`src/rtl/alu_issue_ctrl.sv`:
```
// Issue/sequencing front end for the 8-bit combinational alu with a 4x8 register file.
// Latency: instruction handshake at E0, ALU in EXEC, result/RF write at E1 (2 cycles), 1 instr per 3 cycles.
// Backpressure: res_ready low holds RESP (and instr_ready low) indefinitely; macro ALU_ISSUE_STICKY_OVF_EN enables ovf_sticky.
module alu_issue_ctrl #(
    parameter logic [7:0] RF_INIT = 8'h00
) (
    input  logic        clk,
    input  logic        rst,
    input  logic        instr_valid,
    output logic        instr_ready,
    input  logic [15:0] instr,
    output logic [7:0]  alu_a,
    output logic [7:0]  alu_b,
    output logic [2:0]  alu_opcode,
    output logic [1:0]  alu_func,
    output logic        alu_en,
    input  logic [7:0]  alu_o,
    input  logic        alu_ovf,
    output logic        res_valid,
    input  logic        res_ready,
    output logic [7:0]  res_data,
    output logic        res_ovf,
    output logic        res_err,
    output logic [1:0]  res_rd,
    output logic        ovf_sticky,
    input  logic        clr_ovf
);

    localparam logic [2:0] OP_ARITH = 3'b000;
    localparam logic [2:0] OP_LOGIC = 3'b001;
    localparam logic [2:0] OP_LDI   = 3'b111;

    typedef enum logic [1:0] {
        IDLE = 2'd0,
        EXEC = 2'd1,
        RESP = 2'd2
    } state_t;

    state_t      state;
    state_t      next_state;
    logic [7:0]  rf [4];
    logic [1:0]  rd_q;
    logic [7:0]  imm_q;

    // Decode of the latched instruction; only meaningful while in EXEC.
    logic is_arith;
    logic is_logic;
    logic is_ldi;
    assign is_arith = (alu_opcode == OP_ARITH) && !alu_func[1];
    assign is_logic = (alu_opcode == OP_LOGIC);
    assign is_ldi   = (alu_opcode == OP_LDI);

    // State register.
    always_ff @(posedge clk) begin
        if (rst) begin
            state <= IDLE;
        end else begin
            state <= next_state;
        end
    end

    // Next-state and handshake/enable outputs; reset masks everything visible.
    always_comb begin
        next_state  = state;
        instr_ready = 1'b0;
        alu_en      = 1'b0;
        res_valid   = 1'b0;
        case (state)
            IDLE: begin
                instr_ready = 1'b1;
                if (instr_valid) begin
                    next_state = EXEC;
                end
            end
            EXEC: begin
                alu_en     = is_arith || is_logic;
                next_state = RESP;
            end
            RESP: begin
                res_valid = 1'b1;
                if (res_ready) begin
                    next_state = IDLE;
                end
            end
            default: next_state = IDLE;
        endcase
        if (rst) begin
            instr_ready = 1'b0;
            alu_en      = 1'b0;
            res_valid   = 1'b0;
        end
    end

    // Operand fetch on acceptance, result capture and RF write-back leaving EXEC.
    always_ff @(posedge clk) begin
        if (rst) begin
            for (int i = 0; i < 4; i++) begin
                rf[i] <= RF_INIT;
            end
            alu_a      <= 8'h00;
            alu_b      <= 8'h00;
            alu_opcode <= 3'b000;
            alu_func   <= 2'b00;
            rd_q       <= 2'b00;
            imm_q      <= 8'h00;
            res_data   <= 8'h00;
            res_ovf    <= 1'b0;
            res_err    <= 1'b0;
            res_rd     <= 2'b00;
        end else begin
            if (state == IDLE && instr_valid) begin
                alu_opcode <= instr[15:13];
                alu_func   <= instr[12:11];
                rd_q       <= instr[10:9];
                alu_a      <= rf[instr[8:7]];
                alu_b      <= rf[instr[6:5]];
                imm_q      <= instr[7:0];
            end
            if (state == EXEC) begin
                res_rd <= rd_q;
                if (is_arith || is_logic) begin
                    res_data   <= alu_o;
                    res_ovf    <= alu_ovf;
                    res_err    <= 1'b0;
                    rf[rd_q]   <= alu_o;
                end else if (is_ldi) begin
                    res_data   <= imm_q;
                    res_ovf    <= 1'b0;
                    res_err    <= 1'b0;
                    rf[rd_q]   <= imm_q;
                end else begin
                    res_data   <= 8'h00;
                    res_ovf    <= 1'b0;
                    res_err    <= 1'b1;
                end
            end
        end
    end

`ifdef ALU_ISSUE_STICKY_OVF_EN
    // Sticky overflow: set by an overflowing add/sub, cleared by clr_ovf; set wins a tie.
    always_ff @(posedge clk) begin
        if (rst) begin
            ovf_sticky <= 1'b0;
        end else if (state == EXEC && is_arith && alu_ovf) begin
            ovf_sticky <= 1'b1;
        end else if (clr_ovf) begin
            ovf_sticky <= 1'b0;
        end
    end
`else
    logic unused_clr_ovf;
    assign unused_clr_ovf = clr_ovf;
    assign ovf_sticky     = 1'b0;
`endif

endmodule

```
`config.mk`:
```
export PLATFORM = sky130hd
export DESIGN_NAME = alu_issue_ctrl
export DESIGN_NICKNAME = d
export VERILOG_FILES = /design/src/rtl/alu_issue_ctrl.sv
export SDC_FILE = /design/constraint.sdc
export NUM_CORES = 1
export LEC_CHECK = 0
export ABC_AREA = 1
export CORE_MARGIN = 1.5
export CORE_UTILIZATION = 45
export CTS_BUF_LIST = sky130_fd_sc_hd__clkbuf_16
export DETAILED_ROUTE_END_ITERATION = 8
export GPL_TIMING_DRIVEN = 1
export PLACE_DENSITY = 0.7
export REMOVE_ABC_BUFFERS = 1
export SYNTH_ARGS = -nofsm -noshare
export SYNTH_HDL_FRONTEND = slang
export SYNTH_SLANG_ARGS = --single-unit
```
`constraint.sdc`:
```
create_clock -name clk -period 2.9 [get_ports clk]
set_clock_uncertainty 0.15 [all_clocks]
set_input_delay 0.29 -clock clk [delete_from_list [all_inputs] [get_ports clk]]
set_output_delay 0.29 -clock clk [all_outputs]
set_load 0.01 [all_outputs]
```
==> impl_metrics.toml, run 1 <==
[global_routing]
grtUsageMet3_pct = 6.260
gr-total-overflow = 0
grt_pass1_vias = 3064
grt_start_max_net_pins = 34
grt_pass1_wl_um = 14450
antenna_found_initial = 0
grt.busiest_layer = "met2"
grt_util_met2_pct = 34.43
track_usage_pct = 21.56
use_met1_pct = 27.88

[synthesis]
syn_avg_cell_area_sq_um = 7.863
synth_warnings = 0
ys_seq_elements = 77
postSynthCellCount = 464
syn-cell-area_sq_um = 3648
ys_seq_area_share_pct = 51.03
netlist-cell-type-count = 24

[clocking]
holdBufCountCts = 0
htree_levels = 3
clk_pin_slew_ns = 0.05
cts_inserted_buffers = 9
root_buffer = "clkbuf_16"
cts_tree = "yes"
post_cts_buffers = 0
clk_latency_ns = 0.33
numClockSinks = 77
ctsResizeCount = 0
cts_buffer_depth = 2

[floorplan]
die_width_um = 93.05
die_y_um = 93.05
io_pins = 67
die-area_sq_um = 8657
initial_core_util_pct = 46.73
rows = 32
core_sq_um = 7807

[pwr]
power_density_nw_per_um2 = 566.2
p_leak_uw = 0.001936
peakVddDrop_mv = 0.2918

[critical_path]
worstSetupEndpointType = "output port"
path_class = "in2out"
cp_max_fo = 15
cp_data_required_time_ns = 2.46
critical_path_arrival_ns = 1.90
worst_setup_path_start_kind = "primary input"

[detailed_routing]
ant_nets = 0
drtIter0Drc = 203
vias = 3173
wl_per_cell_um = 13.41
drc_errors = 0
wl_um = 8461
viasPerCell = 5.029
dr.pass1.iters = 5

[sta]
fmax_ghz = 0.4278
tns_ns = 0
tightest_slew_ns = 0.6480
fin_crit_sh_pct = 80.60
slew_headroom_pct = 56.66
fin_crit_ns = 2.338
drv_slew = 0
grt_setup_unrepaired = "false"
hold_viol_final = 0
finalSetupViolations = 0

[min_path]
hold_class = "reg2reg"

[placement]
place.gp.congestion = 0.8402
place_inst = 615
io_buffers = 64
hpwl_um = 5939
placed_cell_area_sq_um = 4369

[layout]
mostFrequentLayoutCell = "nor2_1"
syn_to_final_growth_pct = 26.75
final_area_sq_um = 4624
final_util_pct = 59.23
final_cell_count_no_fill = 631
layout.nets = 554
diodes = 0
drive_gt1_share_pct = 8.507
mostFrequentLayoutCells = "91 x nor2_1, 77 x nand2_1, 64 x clkdlybuf4s50_1, 59 x inv_1, 45 x dfxtp_1"

[job]
drv_cap = 0

[outcome]
outcome = "complete, no violations"
[per-stage QoR]
stage	hold slack (ns)	worst slack [ns]	power (uW)
2_1_floorplan	0.2091	0.9906	1464
3_3_place_gp	0.2917	0.5312	1658
3_5_place_dp	0.3089	0.4624	1668
4_1_cts	0.3172	0.5611	2636
5_1_grt	0.3423	0.4151	2747
6_report	0.3134	0.5625	2618
[path summary, 6_finish.rpt]
check,depth (start not counted),slack (ns),to,startpoint
worst max-delay path,4,0.56,res_valid,rst
worst min register to register,2,0.31,res_data[7]$_SDFFE_PP0N_,res_data[7]$_SDFFE_PP0N_
worst min-delay path,2,0.31,res_data[7]$_SDFFE_PP0N_,res_data[7]$_SDFFE_PP0N_
worst max register to register,5,0.78,rf[2][3]$_SDFFCE_PN0P_,alu_opcode[2]$_SDFFE_PP0P_
[worst max-delay path: stages]
cell and delay, ns:
clkdlybuf4s50_1 0.51, buf_4 0.25, nor3_1 0.25, clkdlybuf4s50_1 0.59
[synthesized netlist by cell type]
master	instances	area share (%)
a21oi_1	35	4.8
a21oi_4	1	0.45
buf_2	3	0.41
buf_4	2	0.41
buf_6	3	0.93
clkbuf_1	15	1.5
clkinv_1	1	0.10
conb_1	1	0.10
dfxtp_1	45	25
edfxtp_1	32	26
inv_1	55	5.7
inv_2	4	0.41
nand2_1	77	7.9
nand2_2	4	0.69
nand3_1	24	3.3
nand3_2	6	1.6
nand3_4	1	0.48
nand4_1	1	0.17
nor2_1	91	9.4
nor2_2	5	0.86
nor2_4	4	1.2
nor3_1	1	0.14
o211ai_1	16	3.3
o21ai_0	37	5.1
[sequential cells by signal (all words and copies together), names as in the netlist]
register and count:
imm_q 8, alu_a 8, rf 32, alu_func 2, state 2, alu_b 8
rd_q 2, res_err 1, res_ovf 1, res_data 8, alu_opcode 3, res_rd 2
[cells by family after synthesis]
logic type / after synthesis / synth area share, %
AO/OA/AOI/OAI: 89 / 13.61
other: 1 / 0.1028
AND/OR/NAND/NOR: 214 / 25.79
flip-flops: 77 / 51.03
buffers and inverters: 83 / 9.464
[report_power, final]
part | switching, uW | internal, uW
sequential | 39.1 | 1200
combinational | 224 | 180
clock | 412 | 562
total | 675 | 1940
[routing by layer]
layer  share of wire (%)  vias to the layer above
li1                    -                     1613
met5                   0                        -
met2                  46                      105
met1                  45                     1438
met4                 2.1                        0
met3                 7.0                       17
[layout make-up]
cell class | instances | area [sq um]
fillers | 721 | 3183
inverters | 60 | 225.2
clock inverters | 7 | 30.03
clock buffers | 9 | 225.2
flip-flops and latches | 77 | 1862
multi-input cells | 304 | 1441
well taps | 102 | 127.6
repair buffers | 72 | 713.2
(Power assumes the default switching activity.)
==> inputs of run 2 (changes only) <==
==> constraint.sdc (replaced) <==
create_clock -name clk -period 2.16 [get_ports clk]
set_clock_uncertainty 0.15 [all_clocks]
set_input_delay 0.216 -clock clk [delete_from_list [all_inputs] [get_ports clk]]
set_output_delay 0.216 -clock clk [all_outputs]
set_load 0.01 [all_outputs]
==> run 2 against run 1 <==
Against the previous run: combinational power up 45%; cell area up 5.3%; setup slack got worse by 0.44 ns; global-route usage shrank 0.11 points; flip-flop and latch count unchanged; die area unchanged; non-clock buffer count is 14 higher; power is 51% higher; core utilization increased by 3.2 points.
==> impl_metrics.toml, run 2 (synthesis results as in run 1) <==
[outcome]
outcome = "complete, no violations"

[global_routing]
use_met1_pct = 25.99
grt_start_max_net_pins = 39
grt_pass1_wl_um = 14210
grt.busiest_layer = "met2"
track_usage_pct = 21.46
grtUsageMet3_pct = 6.341
grt_pass1_vias = 3035
grt_util_met2_pct = 36.31
antenna_found_initial = 0
gr-total-overflow = 0

[layout]
regMostFlops = "rf"
final_cell_count_no_fill = 645
layout.nets = 568
syn_to_final_growth_pct = 33.50
final_area_sq_um = 4871
mostFrequentLayoutCells = "91 x nor2_1, 77 x nand2_1, 63 x clkdlybuf4s50_1, 55 x inv_1, 45 x dfxtp_1"
diodes = 0
fill_cells = 677
largest_reg_flops = 32
mostFrequentLayoutCell = "nor2_1"
drive_gt1_share_pct = 11.42

[placement]
place.gp.congestion = 0.8119
place_inst = 629
placed_cell_area_sq_um = 4524
io_buffers = 64
hpwl_um = 6023

[detailed_routing]
viasPerCell = 5.006
wl_per_cell_um = 13.56
vias = 3229
dr.pass1.iters = 4
ant_nets = 0
drc_errors = 0
wl_um = 8743
drtIter0Drc = 139

[critical_path]
crit_path_top_delay_cell = "clkdlybuf4s50_1"
cp_max_fo = 3
worstSetupEndpointType = "output port"
critPathMostFrequentCell = "clkdlybuf4s50_1"
r2r_setup_slack_ns = 0.32
crit_family = "buffers and inverters"
cp_data_required_time_ns = 1.79
critical_path_arrival_ns = 1.67
crit_path_cell_trace = "clkdlybuf4s50_1 -> nor3_1 -> clkdlybuf4s50_1"
path_class = "in2out"
worst_setup_path_start_kind = "primary input"
cp.buffers_inverters = 2
slowest_delay_ns = 0.59

[clocking]
clk_latency_ns = 0.32
htree_levels = 3
cts_buffer_depth = 2
clk_pin_slew_ns = 0.06
holdBufCountCts = 0
root_buffer = "clkbuf_16"
cts_inserted_buffers = 9
numClockSinks = 77
cts_tree = "yes"

[floorplan]
die-area_sq_um = 8657
die_y_um = 93.05
rows = 32
io_pins = 67
initial_core_util_pct = 46.73
core_sq_um = 7807
die_width_um = 93.05

[sta]
finalSetupViolations = 0
drv_slew = 0
hold_viol_final = 0
fin_crit_sh_pct = 94.21
tns_ns = 0
fmax_ghz = 0.4914
grt_setup_unrepaired = "false"
fin_crit_ns = 2.035

[min_path]
hold_class = "in2reg"

[pwr]
power_density_nw_per_um2 = 809.2
peakVddDrop_mv = 0.4349
p_leak_uw = 0.002058

[job]
drv_cap = 0
[run 2: cell count changes in the layout (fill, tap and decap cells not counted), sizes merged]
cell | before | now
clkdlybuf4s50 | 64 | 63
dlymetal6s2s | 0 | 1
clkinvlp | 0 | 2
bufinv | 0 | 3
buf | 8 | 22
inv | 63 | 59
clkinv | 4 | 3
[run 2: power breakdown]
| part | switching (uW) | internal, uW |
|---|---|---|
| clock network | 569 | 1120 |
| registers | 54.2 | 1610 |
| logic | 313 | 271 |
[run 2: through the flow]
| step | hold WS [ns] | util, % | worst slack, ns | total power (uW) |
|---|---|---|---|---|
| after floorplan | 0.1351 | - | 0.2506 | 1965 |
| after detailed placement | 0.3000 | 57.95 | 0.04494 | 2276 |
| after global placement | 0.2887 | 57.95 | 0.04568 | 2260 |
| after global routing | 0.3415 | 62.39 | 0.05926 | 4117 |
| after CTS | 0.2938 | 62.36 | 0.04870 | 3980 |
| final | 0.3002 | 62.39 | 0.1250 | 3942 |
[run 2: layout make-up]
| cell class | instances | area, sq um | share of cell area, % |
|---|---|---|---|
| multi-input cells | 304 | 1446 | 29.69 |
| flip-flops and latches | 77 | 1862 | 38.22 |
| clock inverters | 7 | 113.9 | 2.338 |
| well taps | 102 | 127.6 | 2.620 |
| repair buffers | 86 | 870.8 | 17.88 |
| clock buffers | 9 | 225.2 | 4.624 |
| inverters | 60 | 225.2 | 4.624 |
[run 2: metal layers]
| metal | share of wire [%] | vias to the layer above |
|---|---|---|
| met2 | 49 | 118 |
| met1 | 43 | 1461 |
| met4 | 1.0 | 0 |
| li1 | - | 1644 |
| met3 | 6.7 | 6 |
| met5 | 0 | - |
[run 2: worst reg2reg max path: stages (launching register included)]
cell	delay, ns
dfxtp_1	0.47
nand3_2	0.25
a21oi_4	0.29
o21ai_0	0.17
nand2_1	0.09
inv_1	0.06
buf_12	0.14
[run 2: repair_timing]
item,4_1_cts,5_1_grt
endpoints found under the setup margin,1,1
resized for setup,1,1
buffers inserted,0,0
[run 2: final timing paths]
check / startpoint / cells after the start / to
hold / removal: res_ready / 2 / state[1]$_SDFFE_PP0P_
setup reg to reg: alu_opcode[2]$_SDFFE_PP0P_ / 6 / rf[3][0]$_DFFE_PP_
hold reg to reg: res_data[4]$_SDFFE_PP0N_ / 2 / res_data[4]$_SDFFE_PP0N_
setup / recovery: rst / 3 / res_valid
==> inputs of run 3 (changes only) <==
--- a/config.mk
+++ b/config.mk
@@ -7,11 +7,11 @@
 export LEC_CHECK = 0
 export ABC_AREA = 1
 export CORE_MARGIN = 1.5
-export CORE_UTILIZATION = 45
+export CORE_UTILIZATION = 52
 export CTS_BUF_LIST = sky130_fd_sc_hd__clkbuf_16
 export DETAILED_ROUTE_END_ITERATION = 8
 export GPL_TIMING_DRIVEN = 1
-export PLACE_DENSITY = 0.7
+export PLACE_DENSITY = 0.79
 export REMOVE_ABC_BUFFERS = 1
 export SYNTH_ARGS = -nofsm -noshare
 export SYNTH_HDL_FRONTEND = slang
==> run 3 against run 2 <==
Against the previous run: non-clock buffer count is 1 higher; register-to-register slack better by 0.05 ns; critical path depth is 1 higher; die area is 13% lower; wire length is 0.29% higher; sequential power hardly changed; core utilization is 8.4 points higher; final cell count is 0.78% lower; setup slack worse by 0.094 ns; largest cell class unchanged.
==> impl_metrics.toml, run 3 (synthesis results as in run 1) <==
[outcome]
outcome = "complete, no violations"

[clocking]
cts_buffer_depth = 2
cts_tree = "yes"
holdBufCountCts = 0
root_buffer = "clkbuf_16"
clk_pin_slew_ns = 0.05
clk_latency_ns = 0.33
htree_levels = 3
cts_inserted_buffers = 9
numClockSinks = 77

[layout]
mostFrequentLayoutCells = "91 x nor2_1, 77 x nand2_1, 63 x clkdlybuf4s50_1, 56 x inv_1, 45 x dfxtp_1"
drive_gt1_share_pct = 11.21
diodes = 0
syn_to_final_growth_pct = 31.82
largest_reg_flops = 32
layout.nets = 569
fill_cells = 553
regMostFlops = "rf"
mostFrequentLayoutCell = "nor2_1"

[critical_path]
crit_path_cell_trace = "nor2_4 -> nand2_2 -> nor2_2 -> clkdlybuf4s50_1"
path_class = "reg2out"
cp_data_required_time_ns = 1.79
crit_family = "buffers and inverters"
crit_path_top_delay_cell = "clkdlybuf4s50_1"
worst_setup_path_start_kind = "flip-flop"
cp.buffers_inverters = 1
worstSetupEndpointType = "output port"
critical_path_arrival_ns = 1.76
cp_max_fo = 7
slowest_delay_ns = 0.58

[floorplan]
io_pins = 67
rows = 30
core_sq_um = 6794
die_width_um = 86.77
die_y_um = 86.77
die-area_sq_um = 7528
initial_core_util_pct = 53.70

[global_routing]
gr-total-overflow = 0
antenna_found_initial = 0
grt_pass1_wl_um = 14250
grt_pass1_vias = 3020
track_usage_pct = 24.84
grt_start_max_net_pins = 39

[pwr]
p_leak_uw = 0.002034
power_density_nw_per_um2 = 759.5
peakVddDrop_mv = 0.5329

[detailed_routing]
wl_per_cell_um = 13.70
dr.pass1.iters = 4
wl_um = 8768
vias = 3261
viasPerCell = 5.095
drtIter0Drc = 149
ant_nets = 0
drc_errors = 0

[sta]
fmax_ghz = 0.4697
fin_ws_ns = 0.03094
finalSetupViolations = 0
tightest_slew_ns = 0.6286
slew_headroom_pct = 57.97
fin_crit_sh_pct = 98.57
fin_crit_ns = 2.129
hold_viol_final = 0
drv_slew = 0
hold_slack_ns = 0.1412

[placement]
hpwl_um = 5912
io_buffers = 64
pre_cts_ws_ns = 0.01746
place.gp.congestion = 0.8781

[job]
drv_cap = 0

[min_path]
hold_class = "in2reg"
==> run 3: cell count changes in the layout (fill, tap and decap cells not counted), sizes merged <==
cell	change
inv	+2
clkbuf	+1
clkinvlp	-1
buf	+1
clkinv	+1
bufinv	-3
==> run 3: metal layers <==
metal / vias up / global-route usage [%] / part of all wire, %
li1: 1643 / - / -
met1: 1483 / 30.63 / 43
met2: 119 / 42.26 / 49
met3: 16 / 4.952 / 6.0
met4: 0 / 10.85 / 2.4
met5: - / 0 / 0
==> run 3: layout make-up <==
type,instances,area (sq um),share of cell area (%)
Clock buffer,10,250.2,5.203
Clock inverter,6,27.53,0.5723
Inverter,60,225.2,4.683
Multi-Input combinational cell,304,1446,30.07
Sequential cell,77,1862,38.71
Tap cell,96,120.1,2.497
Timing Repair Buffer,87,878.3,18.26
==> run 3: repair_timing <==
action                                  4_1_cts  5_1_grt
gates resized for setup                       0        2
setup buffers                                 0        4
endpoints found under the setup margin        0        1
endpoints found under the hold margin         0        0
==> run 3: final timing paths <==
path / start / cells after the start / slack [ns] / to
setup reg to reg: alu_opcode[1]$_SDFFE_PP0P_ / 9 / 0.37 / rf[3][1]$_DFFE_PP_
hold reg to reg: imm_q[0]$_SDFFE_PP0P_ / 2 / 0.31 / imm_q[0]$_SDFFE_PP0P_
setup / recovery: alu_opcode[1]$_SDFFE_PP0P_ / 4 / 0.03 / alu_en
hold / removal: rst / 2 / 0.14 / res_data[3]$_SDFFE_PP0N_
==> run 3: power breakdown <==
| part | internal (uW) | total [uW] | switching (uW) |
|---|---|---|---|
| logic | 277 | 596 | 319 |
| registers | 1610 | 1670 | 52.8 |
| clock network | 830 | 1390 | 562 |
==> run 3: through the flow <==
step           power (uW)  util (%)  setup TNS, ns  std cells  area (sq um)
6_report             3653     70.79              0        640          4810
3_3_place_gp         2248     66.15              0        620          4494
2_1_floorplan        1965         -              0        441          3528
4_1_cts              3648     70.24              0        636          4772
5_1_grt              3800     70.79       -0.01333        640          4810
3_5_place_dp         2266     66.15              0        620          4494
==> RTL edit 1, RTL diff (config.mk and constraints of run 3) <==
The 3 states of `state_t` get a one-hot encoding in 3 bits.
--- a/src/rtl/alu_issue_ctrl.sv
+++ b/src/rtl/alu_issue_ctrl.sv
@@ -32,6 +32,6 @@
 
-    typedef enum logic [1:0] {
-        IDLE = 2'd0,
-        EXEC = 2'd1,
-        RESP = 2'd2
+    typedef enum logic [2:0] {
+        IDLE = 3'b001,
+        EXEC = 3'b010,
+        RESP = 3'b100
     } state_t;
Formal check against the unedited RTL: same outputs for any inputs over 4 cycles, from zero or initial values and one cycle with rst high; so few cycles prove little.
==> RTL edit 1 against run 3 <==
- die area decreased by 1.0%
- area after synthesis decreased by 1.1%
- design area is 3.4% lower
- sequential cell count is 1 higher
- hold slack improved by 0.14 ns
- wire length grew 2.5%
- total power increased by 0.38%
- worst setup slack better by 0.10 ns
- largest power group unchanged
==> RTL edit 1: results (changes against run 3) <==
via count=3,359 (was 3,261); CP max-delay cell=dfxtp_1 (was clkdlybuf4s50_1); first-pass GRT wire length=15,200 um (was 14,200 um); R2R setup slack=0.13 ns (was 0.37 ns); Hold Path Stages=3 (was 2); Post-DP HPWL=5880 um (was 5910 um); Reg with most FFs=rf (unchanged); Reg2Reg Depth=4 (was 9); xor and xnor fraction of the mapped netlist area=0 (unchanged); top cells by area, synth=edfxtp_1, dfxtp_1, nor2_1, o21ai_0, nand2_1 (was edfxtp_1, dfxtp_1, nor2_1, nand2_1, inv_1); Clock Tree Root=clkbuf_16 (unchanged); adder-cell share of the synthesized area=0 (unchanged); worst min path class=in2reg (unchanged); post-synthesis async set-or-reset flop share=0 (unchanged); Tightest Pin Transition=0.640 ns (was 0.629 ns); Crit path max-delay family=simple AND/OR/NAND/NOR gates (was buffers and inverters); Yosys warnings=0 (unchanged); placer's final routability congestion estimate=0.852 (was 0.878); cts bufs inserted=9 (unchanged); complex-gate fraction of the synthesized area=0.164 (was 0.136); layout cells sized above 1=0.0745 (was 0.112); VDD IR-drop max=0.000689 V (was 0.000533 V); syn avg cell area=7.71 um^2 (was 7.86 um^2); DRT iter0 DRCs=361 (was 149); Worst EP arrival=1.86 ns (was 1.76 ns); clock-pin slew on the worst setup and hold paths=0.06 ns; Buffers on Ports=64 (unchanged); reg-to-reg startpoint=alu_opcode[2] (was alu_opcode[1]); number of global-route vias before repair=3,204 (was 3,020); Clock Latency Late Sink=0.33 ns (about the same); largest net degree at the start of global routing=43 (was 39); htree depth=3 (unchanged); antenna violations before repair=0 (unchanged); Placed Cells=600 (was 620); Post-Route WL=8990 um (was 8770 um); max reg flops=32 (unchanged); Layout Cells excl Fill=617 (was 640); Hold Startpoint=alu_ovf (was rst); crit-path max FO=8 (was 7); n_diodes=0 (unchanged); Distinct cells, synth=22 (was 24); most instantiated cells after synthesis=nor2_1, nand2_1, o21ai_0 (was nor2_1, nand2_1, inv_1); Leak=1.90 nW (was 2.03 nW); final hold slack=0.277 ns (was 0.141 ns); Final #Nets=562 (was 569); outcome=finished clean (unchanged); Hold EP=res_ovf (was res_data[3]); Pre-Repair DR Iteration Count=7 (was 4); mux contribution to synthesized area=0 (unchanged); Max stage delay on crit path=0.40 ns (was 0.58 ns); Crit Reg-Reg Endpoint=rf[0][2] (was rf[3][1]); post-synthesis sequential area ratio=0.521 (was 0.510); ys flop type=dfxtp_1 (unchanged); total track usage=0.264 (was 0.248); Placed Area=4350 um^2 (was 4490 um^2)
RTL edit 1: worst max path at each step:
stage	slack, ns	start	endpoint
2_1_floorplan	-0.25	state[0]	alu_func[0]
3_3_place_gp	0.10	rst	rf[2][4]
3_5_place_dp	0.01	rst	rf[0][2]
4_1_cts	0.04	alu_opcode[0]	alu_en
5_1_grt	0.03	alu_opcode[1]	rf[0][4]
6_report	0.13	alu_opcode[2]	rf[0][2]
RTL edit 1: metrics by stage:
step	worst slack (ns)	power (mW)	utilization
finish	0.132	3.67	0.688
detailed placement	0.0110	2.25	0.644
CTS	0.0372	3.68	0.688
floorplan	-0.249	1.96	-
global route	0.0305	3.82	0.688
global placement	0.104	2.23	0.644
RTL edit 1: area by class of cell:
cell class	instances	area, um^2
sequential	78	1880
fill	550	2110
tap	80	100
multi-input combinational	312	1420
clock inverter	7	57.6
inverter	49	184
clock buffer	9	225
timing repair buffer	82	778
RTL edit 1: layer usage:
layer  GRT usage  vias to the layer above  wire [um]
met5           0                        -          0
met3      0.0533                       19        580
met1       0.326                     1528       3730
li1            -                     1654          -
met4       0.114                        0        187
met2       0.450                      158       4490
RTL edit 1: repair_timing:
item	CTS	global route
gates cloned	0	0
setup buffers	1	0
pin swaps	1	0
setup endpoints to repair	1	1
resized for setup	1	1
RTL edit 1: power by group:
group          internal (mW)  switching (mW)  leakage (nW)
clock                  0.876           0.564         0.143
sequential              1.63          0.0574         0.708
combinational          0.241           0.299          1.05
RTL edit 1: tightest hold or removal path: stages:
cell and delay [ns]:
clkdlybuf4s50_1 0.39, nand2_1 0.06, nand2_1 0.04
RTL edit 1: cells by family after synthesis:
family / Yosys count
compound gates: 108
buf+inv: 78
flops: 78
other cells: 1
simple gates: 203
==> RTL edit 2, RTL diff (settings of run 3) <==
Without the edit above. The option `ALU_ISSUE_STICKY_OVF_EN` is turned on by a define.
--- a/src/rtl/alu_issue_ctrl.sv
+++ b/src/rtl/alu_issue_ctrl.sv
@@ -3,2 +3,4 @@
 // Backpressure: res_ready low holds RESP (and instr_ready low) indefinitely; macro ALU_ISSUE_STICKY_OVF_EN enables ovf_sticky.
+`define ALU_ISSUE_STICKY_OVF_EN
+
 module alu_issue_ctrl #(
Function: changed (a bounded check fails within 4 cycles, from zero or initial values and one cycle with rst high).
==> RTL edit 2 against run 3 <==
- wire length rose by 1.7%
- critical endpoint unchanged
- design area up 0.49%
- via count rose by 0.58%
- area after synthesis shrank 0.79%
- global-route usage up 0.86 points
- worst setup slack gained 0.087 ns
- combinational power rose by 1%
- clock power up 15%
- sequential cell count up 1
- maximum frequency up 4.2%
- total power up 6.8%
- first-iteration DRC count grew 36%
==> RTL edit 2: results (changes against run 3) <==
Post-synth EDFFs=32 (unchanged); reg-to-reg startpoint=alu_opcode[0] (was alu_opcode[1]); WL/cell=14.4 um (was 13.7 um); Yosys warnings=0 (unchanged); antenna violations before repair=0 (unchanged); Pre-Repair DR Iteration Count=5 (was 4); clock-pin slew on the worst setup and hold paths=0.06 ns; cells after synthesis=461 (was 464); Final #Nets=565 (was 569); DRT iter0 DRCs=203 (was 149); Crit Reg-Reg Endpoint=rf[3][2] (was rf[3][1]); outcome=finished clean (unchanged); post-synthesis sequential area ratio=0.520 (was 0.510); crit-path max FO=9 (was 7); Setup Fix Bufs, Post-CTS=0 (unchanged); top cells by area, synth=edfxtp_1, dfxtp_1, nor2_1, nand2_1, inv_1 (unchanged); met2 wire length=4410 um (was 4260 um); xor and xnor fraction of the mapped netlist area=0 (unchanged); highest routed layer=met4 (unchanged); Worst EP arrival=1.68 ns (was 1.76 ns); post-synthesis async set-or-reset flop share=0 (unchanged); n_diodes=0 (unchanged); Clock Tree Root=clkbuf_16 (unchanged); Reg2Reg Depth=8 (was 9); Layout Cells excl Fill=620 (was 640); VDD IR-drop max=0.000471 V (was 0.000533 V); CP max-delay cell=clkdlybuf4s50_1 (unchanged); Distinct cells, synth=29 (was 24); wire length on met3=508 um (was 525 um); internal power=2.92 mW (was 2.72 mW); Post-DP HPWL=6020 um (was 5910 um); complex-gate fraction of the synthesized area=0.144 (was 0.136); Placed Cells=604 (was 620); R2R setup slack=0.33 ns (was 0.37 ns); Avg Vias per Cell=5.29 (was 5.10); layout cells sized above 1=0.0963 (was 0.112); setup TNS=0 ns (unchanged); Worst Setup Path Type=reg2out (unchanged); Leak=2.08 nW (was 2.03 nW); most instantiated cells after synthesis=nor2_1, nand2_1, inv_1 (unchanged); total track usage=0.257 (was 0.248); htree depth=3 (unchanged); placer's final routability congestion estimate=0.793 (was 0.878); WL met1=3800 um (was 3780 um); Max stage delay on crit path=0.54 ns (was 0.58 ns); number of global-route vias before repair=3,192 (was 3,020); largest net degree at the start of global routing=41 (was 39); mux contribution to synthesized area=0 (unchanged); first-pass GRT wire length=14,800 um (was 14,200 um); Tightest Pin Transition=0.701 ns (was 0.629 ns); Reg with most FFs=rf (unchanged); cts bufs inserted=9 (unchanged); Buffers on Ports=66 (was 64)
[RTL edit 2: cell types whose count changed in the layout (fill, tap and decap cells not counted), sizes merged, moves of 2 or more]
cell | before | now
o21ai | 37 | 43
buf | 23 | 21
a21oi | 36 | 30
nand3 | 31 | 29
bufinv | 0 | 2
clkdlybuf4s50 | 63 | 65
clkinvlp | 1 | 3
inv | 61 | 53
[RTL edit 2: how the worst min path moves through the flow]
stage                           start     endpoint  depth (start not counted)
after global placement    res_data[6]  res_data[6]                          2
final                             rst     state[1]                          4
after floorplan                   rst  res_data[0]                          1
after CTS                 res_data[4]  res_data[4]                          2
after global routing              rst     state[1]                          4
after detailed placement  res_data[4]  res_data[4]                          2
[RTL edit 2: layout make-up]
| type | instances | area [um^2] |
|---|---|---|
| fill | 527 | 1920 |
| sequential | 78 | 1880 |
| multi-input combinational | 305 | 1430 |
| timing repair buffer | 87 | 896 |
| clock buffer | 9 | 225 |
| inverter | 54 | 208 |
| tap | 80 | 100 |
| clock inverter | 7 | 90.1 |
[RTL edit 2: repair_timing]
item,in CTS,in global routing
hold buffers,0,0
setup endpoints to repair,1,2
resized for setup,1,2
[RTL edit 2: stage by stage]
step / setup WS, ns / cell area (um^2) / power, mW / hold slack, ns
after detailed placement: 0.0562 / 4510 / 2.32 / 0.305
after CTS: 0.0126 / 4830 / 3.92 / 0.316
after floorplan: 0.0461 / 3520 / 2.00 / 0.135
final: 0.118 / 4830 / 3.90 / 0.248
after global routing: 0.0537 / 4830 / 4.05 / 0.305
after global placement: 0.0567 / 4510 / 2.30 / 0.305
[RTL edit 2: cells by family (layout without fill, tap and decap cells)]
| group | after synthesis | count (layout) |
|---|---|---|
| DFF | 78 | 78 |
| and+or+nand+nor | 213 | 213 |
| buffers and inverters | 78 | 157 |
| AOI/OAI and AO/OA | 92 | 92 |
[RTL edit 2: power by group through the flow]
| stage | registers (mW) | logic (mW) | clock network [mW] |
|---|---|---|---|
| after global placement | 1.72 | 0.578 | 0 |
| after floorplan | 1.74 | 0.266 | 0 |
| after CTS | 1.69 | 0.605 | 1.63 |
| after global routing | 1.70 | 0.665 | 1.68 |
| final | 1.69 | 0.602 | 1.60 |
| after detailed placement | 1.72 | 0.597 | 0 |
[RTL edit 2: routing by layer]
layer / global-route usage / vias up
li1: - / 1644
met1: 0.310 / 1502
met2: 0.447 / 118
met3: 0.0438 / 16
met4: 0.120 / 0
met5: 0 / -
[RTL edit 2: worst max-delay path: cells and delay by family, from the launching register on]
family,cells,cell delay (ns)
buffers and inverters,2,0.63
flip-flops,1,0.37
AND/OR/NAND/NOR,3,0.34
